## src/rtl/cnn_pkg.sv

```systemverilog
// +----------------------------------------------------------------------------+
// | cnn_pkg : shared types, defaults and helpers for the CNN datapath stages  |
// | Revision: 1.0                                                              |
// +----------------------------------------------------------------------------+
`default_nettype none

package cnn_pkg;

   localparam int DEFAULT_DATA_W = 22;

   typedef enum logic [0:0] {
      POOL_MAX = 1'b0,
      POOL_AVG = 1'b1
   } pool_mode_t;

   // Bits needed to hold 0..n-1, never less than 1.
   function automatic int clog2(input int n);
      int r;
      r = 1;
      for (int i = 1; i < 31; i++) begin
         if ((1 << i) < n) r = i + 1;
      end
      return r;
   endfunction

endpackage

`default_nettype wire

```

## src/rtl/pool_line_buf.sv

```systemverilog
// +----------------------------------------------------------------------------+
// | pool_line_buf : one-write, async-read register array holding the         |
// | horizontal pair results of the previous (fill) row. Revision: 1.0        |
// +----------------------------------------------------------------------------+
`default_nettype none

module pool_line_buf
   import cnn_pkg::*;
#(
   parameter int DEPTH = 3,
   parameter int WIDTH = 23,
   parameter int AW    = clog2(DEPTH)
) (
   input  logic             clk,
   input  logic             rst,
   input  logic             wr_en,
   input  logic [AW-1:0]    wr_addr,
   input  logic [WIDTH-1:0] wr_data,
   input  logic [AW-1:0]    rd_addr,
   output logic [WIDTH-1:0] rd_data
);

   logic [WIDTH-1:0] mem [DEPTH];

   always_ff @(posedge clk or posedge rst) begin
      if (rst) begin
         for (int i = 0; i < DEPTH; i++) mem[i] <= '0;
      end else begin
         for (int i = 0; i < DEPTH; i++) begin
            if (wr_en && (wr_addr == AW'(i))) mem[i] <= wr_data;
         end
      end
   end

   always_comb begin
      rd_data = '0;
      for (int i = 0; i < DEPTH; i++) begin
         if (rd_addr == AW'(i)) rd_data = mem[i];
      end
   end

endmodule

`default_nettype wire

```

## src/rtl/maxpool_2d.sv

```systemverilog
// +----------------------------------------------------------------------------+
// | maxpool_2d : streaming 2x2 stride-2 pooling; MAXPOOL_AVG_EN adds avg mode |
// | Revision: 1.0                                                              |
// +----------------------------------------------------------------------------+
`default_nettype none

module maxpool_2d
   import cnn_pkg::*;
#(
   parameter int DATA_W  = DEFAULT_DATA_W,
   parameter int ROW_LEN = 6,
   parameter int COL_LEN = 6
) (
   input  logic              clk,
   input  logic              rst,
   input  logic              relu_valid,
   input  logic [DATA_W-1:0] relu_data,
`ifdef MAXPOOL_AVG_EN
   input  logic              avg_en,
`endif
   output logic              maxpool_valid,
   output logic [DATA_W-1:0] maxpool_data,
   output logic              maxpool_last
);

   localparam int XW    = clog2(ROW_LEN);
   localparam int YW    = clog2(COL_LEN);
   localparam int DEPTH = ROW_LEN / 2;
   localparam int AW    = clog2(DEPTH);
`ifdef MAXPOOL_AVG_EN
   localparam int LB_W  = DATA_W + 1;
`else
   localparam int LB_W  = DATA_W;
`endif
   localparam logic [XW-1:0] X_LAST  = XW'(ROW_LEN - 1);
   localparam logic [YW-1:0] Y_LAST  = YW'(COL_LEN - 1);
   localparam logic [0:0]    ST_FILL = 1'b0;
   localparam logic [0:0]    ST_EMIT = 1'b1;

   logic [XW-1:0]     x;
   logic [YW-1:0]     y;
   logic [0:0]        state, state_nxt;
   logic              emit;
   logic [DATA_W-1:0] pair;
   logic [DATA_W-1:0] pair_max;
   logic [LB_W-1:0]   pair_res;
   logic [LB_W-1:0]   lb_rd;
   logic [AW-1:0]     lb_addr;
   logic [DATA_W-1:0] win_max;
   logic [DATA_W-1:0] win;
   logic              x_last, y_last, win_done;

   assign x_last   = (x == X_LAST);
   assign y_last   = (y == Y_LAST);
   assign win_done = relu_valid && emit && x[0];
   assign lb_addr  = AW'(x >> 1);

   always_ff @(posedge clk or posedge rst) begin
      if (rst) begin
         x <= '0;
         y <= '0;
      end else if (relu_valid) begin
         if (x_last) begin
            x <= '0;
            y <= y_last ? '0 : y + 1'b1;
         end else begin
            x <= x + 1'b1;
         end
      end
   end

   // Row phase: even rows fill the line buffer, odd rows emit windows.
   always_ff @(posedge clk or posedge rst) begin
      if (rst) state <= ST_FILL;
      else     state <= state_nxt;
   end

   always_comb begin
      state_nxt = state;
      case (state)
         ST_FILL: if (relu_valid && x_last && !y[0]) state_nxt = ST_EMIT;
         ST_EMIT: if (relu_valid && x_last &&  y[0]) state_nxt = ST_FILL;
         default: state_nxt = ST_FILL;
      endcase
   end

   always_comb begin
      emit = (state == ST_EMIT);
   end

   always_ff @(posedge clk or posedge rst) begin
      if (rst)                     pair <= '0;
      else if (relu_valid && !x[0]) pair <= relu_data;
   end

   assign pair_max = (pair > relu_data) ? pair : relu_data;
   assign win_max  = (pair_max > lb_rd[DATA_W-1:0]) ? pair_max : lb_rd[DATA_W-1:0];

`ifdef MAXPOOL_AVG_EN
   pool_mode_t        mode;
   logic [DATA_W+1:0] sum4;

   // Mode is frozen for a whole frame so fill and emit rows agree.
   always_ff @(posedge clk or posedge rst) begin
      if (rst)
         mode <= POOL_MAX;
      else if (relu_valid && (x == '0) && (y == '0))
         mode <= avg_en ? POOL_AVG : POOL_MAX;
   end

   assign pair_res = (mode == POOL_AVG) ? ({1'b0, pair} + {1'b0, relu_data})
                                        : {1'b0, pair_max};
   assign sum4     = {1'b0, pair_res} + {1'b0, lb_rd};
   assign win      = (mode == POOL_AVG) ? sum4[DATA_W+1:2] : win_max;
`else
   assign pair_res = pair_max;
   assign win      = win_max;
`endif

   pool_line_buf #(
      .DEPTH (DEPTH),
      .WIDTH (LB_W),
      .AW    (AW)
   ) u_line_buf (
      .clk     (clk),
      .rst     (rst),
      .wr_en   (relu_valid && x[0] && !emit),
      .wr_addr (lb_addr),
      .wr_data (pair_res),
      .rd_addr (lb_addr),
      .rd_data (lb_rd)
   );

   always_ff @(posedge clk or posedge rst) begin
      if (rst) begin
         maxpool_valid <= 1'b0;
         maxpool_data  <= '0;
         maxpool_last  <= 1'b0;
      end else begin
         maxpool_valid <= win_done;
         maxpool_last  <= win_done && x_last && y_last;
         if (win_done) maxpool_data <= win;
      end
   end

endmodule

`default_nettype wire

```

## config.mk

```make
export PLATFORM = sky130hd
export DESIGN_NAME = maxpool_2d
export DESIGN_NICKNAME = d
export VERILOG_FILES = /design/src/rtl/cnn_pkg.sv /design/src/rtl/pool_line_buf.sv /design/src/rtl/maxpool_2d.sv
export SDC_FILE = /design/constraint.sdc
export NUM_CORES = 1
export LEC_CHECK = 0
export BUFFER_PORTS_ARGS = -buffer_cell sky130_fd_sc_hd__buf_2
export CAP_MARGIN = 20
export CORE_MARGIN = 3
export CORE_UTILIZATION = 54
export CTS_BUF_LIST = sky130_fd_sc_hd__clkbuf_8
export CTS_CLUSTER_SIZE = 25
export DETAILED_ROUTE_END_ITERATION = 10
export PLACE_DENSITY = 0.82
export SLEW_MARGIN = 20
export SYNTH_ARGS = -nofsm -noshare
export SYNTH_HDL_FRONTEND = slang
export SYNTH_SLANG_ARGS = --single-unit
```

## constraint.sdc

```tcl
create_clock -name clk -period 4 [get_ports clk]
set_clock_uncertainty 0.1 [all_clocks]
set_input_delay 0.8 -clock clk [delete_from_list [all_inputs] [get_ports clk]]
set_output_delay 0.8 -clock clk [all_outputs]
set_load 0.005 [all_outputs]
```

After elaboration in Yosys (flattened, before gate mapping)

Cells that the tools add are included.

$add $sub $neg: 2
Equal/unequal tests: 4
Reduce and logical (&&, ||, !) cells: 18
Muxes and demuxes: 10
Magnitude comparators: 2
Bitwise gates (word level): 1

Operators with widths:

| kind                | count |
|---|---|
| $mux 22             | 5 |
| $gt 22x22->1        | 2 |
| $logic_and 1x1->1   | 13 |
| $add 3x1->3 const B | 2 |
| $eq 3x3->1 const B  | 2 |
| $mux 3              | 2 |
| $logic_not 1->1     | 3 |
| $eq 2x1->1 const B  | 1 |
| $eq 2x2->1 const B  | 1 |
| $logic_not 2->1     | 1 |
| $mux 1              | 2 |
| $pmux 1 s2          | 1 |
| $reduce_and 2->1    | 1 |
| $not 1->1           | 1 |

Input bits: 25
Register bits after elaboration: 119

Longest topological paths before layout

Gate-level depths: netlist (run 1).

Word-level depth: 6
Mapped depth: 17

By module

Synthesis (run 1) repeated with hierarchy kept, for this count alone.

Cell total of the unflattened synthesis: 658
Area, all modules: 7140.6 sq um

By module, submodules not included:

| module        | cells an instance | sequential area each (sq um) | instances | area each (sq um) |
|---|---|---|---|---|
| maxpool_2d    | 464               | 1326.3                       | 1         | 4227.8 |
| pool_line_buf | 194               | 1651.6                       | 1         | 2912.8 |

Worst setup path before layout (run 1)

Ideal clock, no wire load.

Path type: input-to-reg
From: input relu_data[21]
To: register maxpool_data[21]
Arrival: 3.928 ns
Slack: -0.162 ns
Required time: 3.766 ns
Stages on the path: 17
Path buffers: 2
Cells stage by stage: inv_1 > ha_1 > nand4_1 > nor3_1 > o311ai_1 > o211a_1 > buf_6 > o21ai_2 > nand2_1 > ha_1 > and4_4 > o21a_1 > o31a_1 > o31a_1 > buf_6 > o41ai_2 > a31oi_1

Word-level cells in the longest chain between the ends: 4

Ends and longest elaborated chain:

| what                   | line              | RTL |
|---|---|---|
| start: declaration     | maxpool_2d.sv:17  | `input logic [DATA_W-1:0] relu_data,` |
| $gt 22x22->1           | maxpool_2d.sv:96  | `assign pair_max = (pair > relu_data) ? pair : relu_data;` |
| $mux 22                | maxpool_2d.sv:96  |  |
| via pair_max[4]        | maxpool_2d.sv:45  | `logic [DATA_W-1:0] pair_max;` |
| $gt 22x22->1           | maxpool_2d.sv:97  | `assign win_max = (pair_max > lb_rd[DATA_W-1:0]) ? pair_max : lb_rd[DATA_W-1:0];` |
| $mux 22                | maxpool_2d.sv:97  |  |
| end signal: assignment | maxpool_2d.sv:142 | `if (win_done) maxpool_data <= win;` |
| end: declaration       | maxpool_2d.sv:22  | `output logic [DATA_W-1:0] maxpool_data,` |

The timed path passes the listed nets, and every way through them passes these cells.
A chain may end at the register's enable or synchronous reset.

Worst setup path after layout (run 1)

From: input relu_data[21]
To: register maxpool_data[6]

The elaborated chain is that of the path after synthesis.

==> impl_metrics.csv, run 1 <==
group,metric,value,unit
die,die_h,120.0,µm
yosys,syn-instance-count,704,
detailed_routing,vias_per_cell,6.891,
clock_network,clk_latency,470,ps
place,portBuffers,48,
yosys,async_flop_share,1.000,
worst_setup_path,path_cells,"buf_6, inv_6, ha_4, nand4_1, nor3_2, o311ai_2, o211a_1, buf_12, buf_12, o21ai_4, nand2_1, ha_1, and4_1, and4bb_1, o31a_1, buf_4, a2111oi_4, buf_4, nor2_4, buf_12, a31oi_1",
detailed_routing,route.detailed.drc,0,
sta,maxSlewHeadroom,0.4700,
clock_network,clk_pin_slew,70,ps
clock_network,htreeDepth,4,
yosys,syn_area,0.007023,mm²
global_route,overflow,0,
worst_setup_path,critical-path-top-delay-family,"compound AO/OA/AOI/OAI gates",
die,die_x,120.0,µm
worst_setup_path,end_kind,"flip-flop",
yosys,synth.top_cell.area_share,0.4240,
die,dieArea,0.01441,mm²
yosys,avgSynthCellArea,9.976,µm²
power,finalPower,10.14,mW
detailed_routing,routedWlPerCell,23.85,µm
detailed_routing,firstDrtPassIters,8,
final_layout,num_antenna_cells,0,
global_route,grt_antenna_before_repair,0,
clock_network,cts-root-buf,"clkbuf_8",
sta,worst_pin_slew,795.1,ps
power,ir_worst_vdd,0.0005993,V
yosys,ys_seq_area_frac,0.4240,
worst_setup_path,r2r_start,"pair[21]$_DFFE_PP0P_",
yosys,synth_fp_nets,773,
run,maxCapViolCount,0,
yosys,synth_common_cells,"119 x dfrtp_1, 89 x nor2_1, 88 x a31oi_1",
sta,fin_ws,-383.8,ps
global_route,grt_pass1_wl,34.20,mm
place,hpwl,13.42,mm
die,coreArea,0.01267,mm²
die,io_pins,49,
min_path,hold_path_startpoint,"y[1]$_DFFE_PP0P_",
worst_setup_path,critical_path_arrival,4630,ps
yosys,yosysUniqueCellTypes,49,
min_path,whs_path_depth,1,
yosys,synth_edf_count,0,
detailed_routing,initialDrtViolationCount,994,
min_path,holdPathEnd,"maxpool_last$_DFF_PP0_",
worst_setup_path,crit_path_frequent_cell,"buf_12",
worst_setup_path,cpPeakStageDelay,340,ps
sta,drv_slew,0,
place,gp_congestion,0.9054,
sta,rsz0062_at_grt,"yes",
yosys,yosysMostFrequentCell,"dfrtp_1",
sta,hold_slack,366.6,ps
worst_setup_path,timing.rr.end,"maxpool_data[6]$_DFFE_PP0P_",
worst_setup_path,slowest_stage,"ha_1",
yosys,synth_ff_type,"dfrtp_1",
global_route,grt_use_total,0.3055,
final_layout,drive_above_1_share,0.4128,
yosys,ys_ff_latch,119,
sta,hold_viol,0,
global_route,grt_max_degree,120,
sta,clock.fmax,0.2281,GHz
run_status,violations,"negative setup slack",
clock_network,clockBufferDepth,2,
power,p_per_area,1051,mW/mm²
detailed_routing,drt-total-wl,25.02,mm
die,initial_core_util,0.5543,
worst_setup_path,worstSetupStartpointType,"input port",
worst_setup_path,crit_required,4240,ps
clock_network,cts_tree,"done",
clock_network,cts_sinks,119,
min_path,hold_class,"reg -> reg",
yosys,ys_top_cells_by_area,"dfrtp_1 42%, a31oi_1 7.8%, ha_1 7.8%",
worst_setup_path,cp_max_fo,11,
clock_network,cts-buffers-inserted,17,
yosys,synth_top_cell_by_area,"dfrtp_1",
place,pre_cts_ws,-867.9,ps
sta,setup-violations-final,22,
final_layout,fillers,675,
power,leakage,4.380,nW
final_layout,finalNetCount,933,
detailed_routing,vias,7229,
sta,finalCriticalPeriod,4384,ps
clock_network,cts_hold_buf,0,
run_status,status,"finished with violations",
worst_setup_path,rr_worst_depth,19,
detailed_routing,postRouteAntennaNets,0,
sta,finalCritPeriodShare,1.096,
worst_setup_path,path_buf_inv,7,
worst_setup_path,r2r_setup_slack,-370,ps
yosys,yosysWarnings,0,
final_layout,area_delta_synth_final,37.29,%
global_route,grt_pass1_vias,6660,
worst_setup_path,crit_type,"in -> reg",
die,rows,41,
[flip-flops by register name, summed over array words and instances, names as in the netlist, named ones only]
signal / flops
u_line_buf.mem: 66
maxpool_data: 22
pair: 22
x: 3
y: 3
maxpool_last: 1
maxpool_valid: 1
[metal layers]
layer | track usage | up-vias | share of wire
met2 | 0.5002 | 695 | 0.45
li1 | - | 2880 | -
met5 | 0 | - | 0
met1 | 0.3711 | 3443 | 0.36
met4 | 0.1618 | 0 | 0.075
met3 | 0.07776 | 211 | 0.11
[cell type report]
type / count / area (µm²) / area share
Multi-Input combinational cell: 496 / 4293 / 0.4452
Sequential cell: 119 / 2979 / 0.3090
Timing Repair Buffer: 183 / 1508 / 0.1564
Clock buffer: 21 / 289.0 / 0.02998
Tap cell: 172 / 215.2 / 0.02232
Inverter: 47 / 205.2 / 0.02128
Clock inverter: 11 / 152.6 / 0.01583
[logic make-up after synthesis]
kind of cell,Yosys count,share of synthesized area
fa+ha+maj,44,0.07839
buf+inv,90,0.05772
simple gates,214,0.1557
xor+xnor,2,0.002495
compound gates,190,0.2134
mux,45,0.06823
flops,119,0.4240
[metrics by stage]
stage | std cells | cell area [µm²] | util | TNS, ps
5_1_grt | 1049 | 9642 | 0.7609 | -8221
6_report | 1049 | 9642 | 0.7609 | -5789
2_1_floorplan | 704 | 7233 | - | -51.89
3_5_place_dp | 982 | 8352 | 0.6591 | -18420
4_1_cts | 1031 | 9164 | 0.7232 | -400.5
3_3_place_gp | 982 | 8352 | 0.6591 | -14380
[how the worst max path moves through the flow]
stage / start / to / slack (ps) / depth (start not counted)
2_1_floorplan: relu_data[17] / maxpool_data[10]$_DFFE_PP0P_ / -50 / 17
3_3_place_gp: relu_data[17] / maxpool_data[12]$_DFFE_PP0P_ / -660 / 17
3_5_place_dp: relu_data[11] / maxpool_data[16]$_DFFE_PP0P_ / -870 / 18
4_1_cts: relu_data[13] / maxpool_data[18]$_DFFE_PP0P_ / -50 / 19
5_1_grt: pair[21]$_DFFE_PP0P_ / maxpool_data[6]$_DFFE_PP0P_ / -480 / 19
6_report: relu_data[21] / maxpool_data[6]$_DFFE_PP0P_ / -380 / 21
[repair_timing]
item,4_1_cts,5_1_grt
gates cloned,2,1
setup buffers,15,17
setup endpoints to repair,22,22
gates resized for setup,32,44
pin swaps,17,35
[power by group]
group / switching, mW / internal (mW)
registers: 0.497 / 1.82
clock network: 0.501 / 0.735
logic: 3.66 / 2.92
[worst register-to-register path: stages (launching register included)]
cell       delay [ps]
dfrtp_2           430
ha_4              280
nand4_1           200
nor3_2            300
o311ai_2          160
o211a_1           190
buf_12            150
buf_12            150
o21ai_4           170
nand2_1           110
ha_1              340
and4_1            230
and4bb_1          230
o31a_1            130
buf_4             150
a2111oi_4         270
buf_4             200
nor2_4             50
buf_12            150
a31oi_1           290
[placed cells by master, fill, tap and decap left out, types with 4 or more instances in the layout]
cell,synthesis,final
a21o_1,20,20
a21oi_1,16,10
a21oi_2,0,6
a31oi_1,88,85
buf_12,0,13
buf_2,8,43
buf_4,1,114
buf_6,7,11
bufinv_16,0,4
clkbuf_8,0,21
clkinv_2,0,5
dfrtp_1,119,118
ha_1,44,25
ha_4,0,19
inv_1,47,42
mux2_2,23,23
mux2i_1,22,22
nand2_1,44,37
nand2_2,0,7
nand2b_1,23,23
nand3_1,11,10
nand3_2,20,21
nand4_1,6,6
nor2_1,89,89
o21ai_2,20,8
o21ai_4,0,13
o22ai_1,4,4
o41ai_2,20,11
o41ai_4,0,11
(Power assumes the default switching activity.)
==> run 2, diff against run 1 <==
--- a/config.mk
+++ b/config.mk
@@ -13,4 +13,5 @@
 export CTS_CLUSTER_SIZE = 25
 export DETAILED_ROUTE_END_ITERATION = 10
+export GPL_TIMING_DRIVEN = 1
 export PLACE_DENSITY = 0.82
 export SLEW_MARGIN = 20
==> constraint.sdc (replaced) <==
create_clock -name clk -period 4 [get_ports clk]
set_clock_uncertainty 0.1 [all_clocks]
set_input_delay 0.2 -clock clk [delete_from_list [all_inputs] [get_ports clk]]
set_output_delay 0.2 -clock clk [all_outputs]
set_load 0.005 [all_outputs]
==> run 2 against run 1 <==
  * The run still ends with negative setup slack left
  * Cell count increased by 2.7%
  * Hold slack got worse by 360 ps
  * Utilization increased by 1.1 points
  * Worst setup slack got worse by 370 ps
  * Final area increased by 1.5%
  * Largest power group unchanged
==> impl_metrics.csv, run 2 (synthesis gave the netlist of run 1 again) <==
group,metric,value,unit
run_status,status,"finished with violations",
run_status,violations,"negative setup slack",
global_route,grt_max_degree,57,
run,maxCapViolCount,0,
power,ir_worst_vdd,0.0005980,V
final_layout,final_cell_mix,"124 x buf_4, 119 x dfrtp_1, 89 x nor2_1, 88 x a31oi_1, 48 x buf_2",
global_route,grt_pass1_wl,38.39,mm
sta,fin_ws,-757.8,ps
worst_setup_path,crit_type,"reg -> reg",
worst_setup_path,r2r_setup_slack,-760,ps
clock_network,cts_sinks,119,
worst_setup_path,rr_worst_depth,22,
worst_setup_path,critical_path_arrival,5000,ps
detailed_routing,vias_per_cell,7.191,
die,rows,41,
final_layout,fin_cells,1077,
worst_setup_path,cp-startpoint,"pair[18]$_DFFE_PP0P_",
die,initial_core_util,0.5543,
clock_network,cts-buffers-inserted,17,
place,portBuffers,48,
sta,hold_viol,0,
worst_setup_path,crit_required,4240,ps
sta,finalCritPeriodShare,1.189,
clock_network,cts-root-buf,"clkbuf_8",
final_layout,drive_above_1_share,0.4022,
global_route,grt_pass1_vias,7207,
final_layout,top_regs,"u_line_buf.mem (66), maxpool_data (22), pair (22)",
worst_setup_path,critPathCapture,"maxpool_data[21]$_DFFE_PP0P_",
detailed_routing,initialDrtViolationCount,1189,
final_layout,layout_commonest_cell,"buf_4",
clock_network,cts_tree,"done",
place,dp.cells,998,
place,gp_congestion,0.9735,
sta,rsz0062_at_grt,"yes",
power,leakage,4.463,nW
clock_network,clk_latency,490,ps
sta,clock.fmax,0.2102,GHz
detailed_routing,route.detailed.drc,0,
sta,finalCriticalPeriod,4758,ps
global_route,grt_antenna_before_repair,0,
power,p_per_area,1109,mW/mm²
sta,setup-violations-final,22,
worst_setup_path,timing.rr.end,"maxpool_data[21]$_DFFE_PP0P_",
min_path,hold_class,"in -> reg",
die,io_pins,49,
die,die_h,120.0,µm
worst_setup_path,cp_max_fo,11,
die,die_x,120.0,µm
power,finalPower,10.86,mW
final_layout,num_antenna_cells,0,
die,dieArea,0.01441,mm²
detailed_routing,postRouteAntennaNets,0,
worst_setup_path,worstSetupStartpointType,"flip-flop",
sta,worst_pin_slew,796.8,ps
final_layout,finalNetCount,961,
min_path,whs_path_depth,3,
sta,drv_slew,0,
global_route,grt_use_total,0.3415,
clock_network,htreeDepth,4,
die,coreArea,0.01267,mm²
global_route,overflow,0,
worst_setup_path,end_kind,"flip-flop",
clock_network,clockBufferDepth,2,
final_layout,fillers,659,
worst_setup_path,r2r_start,"pair[18]$_DFFE_PP0P_",
detailed_routing,vias,7745,
detailed_routing,routedWlPerCell,27.41,µm
detailed_routing,firstDrtPassIters,6,
detailed_routing,drt-total-wl,29.52,mm
final_layout,area_delta_synth_final,39.36,%
sta,hold_slack,5.724,ps
sta,maxSlewHeadroom,0.4677,
final_layout,largest_reg_flops,66,
final_layout,regMostFlops,"u_line_buf.mem",
place,hpwl,13.83,mm
clock_network,clk_pin_slew,90,ps
==> run 2: cell count changes in the layout (fill, tap and decap cells not counted), sizes merged <==
cell	delta
dlygate4sd3	+14
clkinvlp	+2
clkbuf	-4
bufinv	+1
buf	+14
clkinv	+1
==> run 2: layout make-up <==
type                            instances  area, µm²  area share
Sequential cell                       119       2978      0.3043
Timing Repair Buffer                  211       1723      0.1760
Inverter                               47      178.9     0.01828
Clock buffer                           17      234.0     0.02391
Clock inverter                         15      210.2     0.02148
Multi-Input combinational cell        496       4248      0.4340
Tap cell                              172      215.2     0.02199
==> run 2: how the worst min path moves through the flow <==
stage | startpoint | endpoint | slack [ps]
after detailed placement | rst | maxpool_valid$_DFF_PP0_ | 260
after CTS | relu_data[12] | pair[12]$_DFFE_PP0P_ | 4
after floorplan | relu_valid | x[0]$_DFFE_PP0P_ | 190
final | relu_data[10] | pair[10]$_DFFE_PP0P_ | 6
after global placement | rst | u_line_buf.mem[60]$_DFFE_PP0P_ | 250
after global routing | relu_data[10] | pair[10]$_DFFE_PP0P_ | 20
==> run 2: metrics by stage <==
stage,setup WS (ps),setup TNS [ps],cell area (µm²),utilization
3_3_place_gp,-86.44,-1794,8205,0.6476
4_1_cts,-72.74,-462.6,9422,0.7436
6_report,-757.8,-13780,9787,0.7724
2_1_floorplan,269.4,0,7023,-
5_1_grt,-713.4,-13830,9787,0.7724
3_5_place_dp,-278.0,-5617,8210,0.6480
==> run 2: timing repair <==
| item | in CTS | in global routing |
|---|---|---|
| buffers inserted | 14 | 13 |
| pin swaps | 39 | 16 |
| setup endpoints to repair | 22 | 22 |
| cloned | 7 | 1 |
| endpoints found under the hold margin | 68 | 0 |
| hold buffers | 14 | 0 |
| resized for setup | 60 | 44 |
==> run 2: critical path, cell delays in order (launching register included) <==
cell and delay, ps:
dfrtp_1 440, ha_4 240, nand4_1 160, buf_4 140, nor3_2 40, buf_4 140, a2111oi_4 300, buf_4 200
o211ai_4 100, buf_6 150, buf_16 150, nand3_2 90, nand2_1 60, ha_1 420, nand4_1 230, and4bb_1 380
buf_4 130, nand4_1 160, and3_4 280, buf_12 150, buf_6 110, o41ai_2 320, a31oi_1 110
==> run 2: report_power, final <==
part	internal, mW	total (mW)	switching (mW)
logic	3.16	7.24	4.08
clock network	0.732	1.29	0.555
registers	1.82	2.33	0.511
total	5.71	10.9	5.15
==> run 2: metal layers <==
metal / global-route usage / vias up / share of wire / wire length [µm]
li1: - / 2928 / - / -
met1: 0.4098 / 3635 / 0.32 / 9480
met2: 0.5515 / 847 / 0.43 / 12830
met3: 0.07776 / 335 / 0.14 / 4091
met4: 0.2226 / 0 / 0.11 / 3124
met5: 0 / - / 0 / 0
==> run 3, diff against run 2 <==
Settings changed: GPL_ROUTABILITY_DRIVEN set to 0, SETUP_SLACK_MARGIN set to 0.5.
==> run 3 against run 2 <==
  * The run still ends with negative setup slack left
  * First-iteration DRC count grew 7.1%
  * Clock power shrank 6%
  * Wire length shrank 4.4%
  * Clock-buffer cell count grew 5
  * Sequential share of layout area grew 0.47 points
  * Global-route usage is essentially flat
  * Combinational power shrank 4.7%
==> impl_metrics.csv, run 3 (synthesis gave the netlist of run 1 again) <==
group,metric,value,unit
place,place_area,0.007980,mm²
place,hpwl,12.93,mm
detailed_routing,initialDrtViolationCount,1274,
sta,fin_ws,-620.1,ps
die,dieArea,0.01441,mm²
sta,worst_pin_slew,1048,ps
worst_setup_path,crit_required,4280,ps
worst_setup_path,critPathCapture,"maxpool_data[7]$_DFFE_PP0P_",
power,ir_worst_vdd,0.0005452,V
worst_setup_path,crit_path_frequent_cell,"a21oi_1",
power,p_per_area,1084,mW/mm²
final_layout,largest_reg_flops,66,
sta,finalCriticalPeriod,4620,ps
worst_setup_path,crit_type,"reg -> reg",
worst_setup_path,timing.rr.end,"maxpool_data[7]$_DFFE_PP0P_",
sta,setup-violations-final,22,
sta,finalCritPeriodShare,1.155,
worst_setup_path,cp_max_fo,11,
final_layout,regMostFlops,"u_line_buf.mem",
die,io_pins,49,
detailed_routing,drt-total-wl,28.21,mm
clock_network,cts_tree,"done",
sta,setup_tns,-11300,ps
worst_setup_path,worstSetupStartpointType,"flip-flop",
worst_setup_path,cp-startpoint,"pair[5]$_DFFE_PP0P_",
detailed_routing,top_layer,"met4",
detailed_routing,firstDrtPassIters,8,
final_layout,num_antenna_cells,0,
worst_setup_path,critical-path-top-delay-family,"compound AO/OA/AOI/OAI gates",
final_layout,post-route-util,0.7606,
worst_setup_path,critical_path_arrival,4900,ps
place,dp.cells,956,
final_layout,fin_cells,1050,
clock_network,cts-root-buf,"clkbuf_8",
die,rows,41,
run,maxCapViolCount,0,
run_status,violations,"negative setup slack",
final_layout,final_cell_mix,"119 x dfrtp_1, 95 x buf_4, 89 x nor2_1, 86 x a31oi_1",
clock_network,cts_sinks,119,
worst_setup_path,end_kind,"flip-flop",
detailed_routing,vias,7539,
min_path,hold_class,"in -> reg",
clock_network,cts-buffers-inserted,17,
sta,hold_viol,0,
global_route,grt_pass1_vias,7137,
sta,rsz0062_at_grt,"yes",
global_route,grt_use_total,0.3413,
global_route,grt_antenna_before_repair,0,
worst_setup_path,cpPeakStageDelay,840,ps
global_route,grt_max_degree,83,
clock_network,htreeDepth,4,
run_status,status,"finished with violations",
sta,drv_slew,0,
worst_setup_path,slowest_stage,"o21ai_0",
worst_setup_path,rr_worst_depth,17,
global_route,grt_pass1_wl,38.11,mm
final_layout,drive_above_1_share,0.3850,
global_route,overflow,0,
detailed_routing,vias_per_cell,7.180,
power,leakage,4.369,nW
sta,hold_slack,22.14,ps
die,die_x,120.0,µm
detailed_routing,routedWlPerCell,26.87,µm
final_layout,top_regs,"u_line_buf.mem (66), maxpool_data (22), pair (22)",
die,initial_core_util,0.5543,
final_layout,area_delta_synth_final,37.23,%
detailed_routing,route.detailed.drc,0,
worst_setup_path,r2r_start,"pair[5]$_DFFE_PP0P_",
final_layout,final_area,0.009638,mm²
detailed_routing,postRouteAntennaNets,0,
detailed_routing,wl_met1,9.183,mm
final_layout,finalNetCount,934,
clock_network,clk_pin_slew,80,ps
die,coreArea,0.01267,mm²
worst_setup_path,r2r_setup_slack,-620,ps
detailed_routing,dr_wl_met2,12.57,mm
place,portBuffers,48,
worst_setup_path,cp.depth,17,
sta,clock.fmax,0.2164,GHz
final_layout,layout_commonest_cell,"dfrtp_1",
sta,maxSlewHeadroom,0.2938,
die,die_h,120.0,µm
clock_network,clockBufferDepth,2,
worst_setup_path,path_cells,"ha_1, nand4_1, a21oi_1, o311ai_4, o211a_1, buf_12, buf_4, o21ai_4, nand2_2, ha_4, a21oi_1, o21ai_0, o31a_1, buf_6, buf_16, o41ai_2, a31oi_1",
clock_network,clk_latency,480,ps
detailed_routing,route.met3.wl,3.553,mm
worst_setup_path,path_buf_inv,4,
-- run 3: layout make-up --
cell class                 count  area, µm²
inverter                      47      181.4
timing repair buffer         183       1509
clock inverter                10      125.1
multi-input combinational    497       4327
tap                          172      215.2
fill                         659       3033
clock buffer                  22      302.8
sequential                   119       2978
-- run 3: worst reg2reg max path, cell delays in order, from the launching register on --
cell and delay (ps):
dfrtp_1 440, ha_1 370, nand4_1 130, a21oi_1 360, o311ai_4 160, o211a_1 200, buf_12 170, buf_4 160
o21ai_4 160, nand2_2 100, ha_4 270, a21oi_1 90, o21ai_0 840, o31a_1 380, buf_6 160, buf_16 170
o41ai_2 80, a31oi_1 210
-- run 3: worst min-delay path by stage --
| stage | startpoint | to | slack (ps) | depth (start not counted) |
|---|---|---|---|---|
| 4_1_cts | relu_data[4] | pair[4]$_DFFE_PP0P_ | 20 | 3 |
| 5_1_grt | relu_data[4] | pair[4]$_DFFE_PP0P_ | 20 | 3 |
| 2_1_floorplan | relu_valid | x[0]$_DFFE_PP0P_ | 190 | 1 |
| 6_report | relu_data[4] | pair[4]$_DFFE_PP0P_ | 20 | 3 |
| 3_5_place_dp | relu_valid | x[0]$_DFFE_PP0P_ | 340 | 2 |
| 3_3_place_gp | relu_valid | x[0]$_DFFE_PP0P_ | 330 | 2 |
-- run 3: per-layer routing --
metal,vias up,global-route usage
li1,2885,-
met1,3544,0.4044
met2,802,0.5623
met3,308,0.08058
met4,0,0.2069
met5,-,0
-- run 3: through the flow --
stage          setup slack [ps]  power, mW
3_3_place_gp             -205.3      6.566
4_1_cts                  -15.67      8.997
3_5_place_dp             -426.9      6.819
2_1_floorplan             367.9      5.286
6_report                 -620.1      10.45
5_1_grt                  -607.3      10.79
-- run 3: repair_timing --
item	in CTS	in global routing
endpoints found under the hold margin	106	0
pin swaps	38	17
setup endpoints to repair	22	22
cloned	6	0
hold buffers	20	0
buffers inserted	23	13
resized for setup	54	43
-- run 3: where the power goes --
group | switching, mW | internal, mW | total, mW
registers | 0.515 | 1.82 | 2.33
clock network | 0.522 | 0.690 | 1.21
logic | 3.89 | 3.01 | 6.90
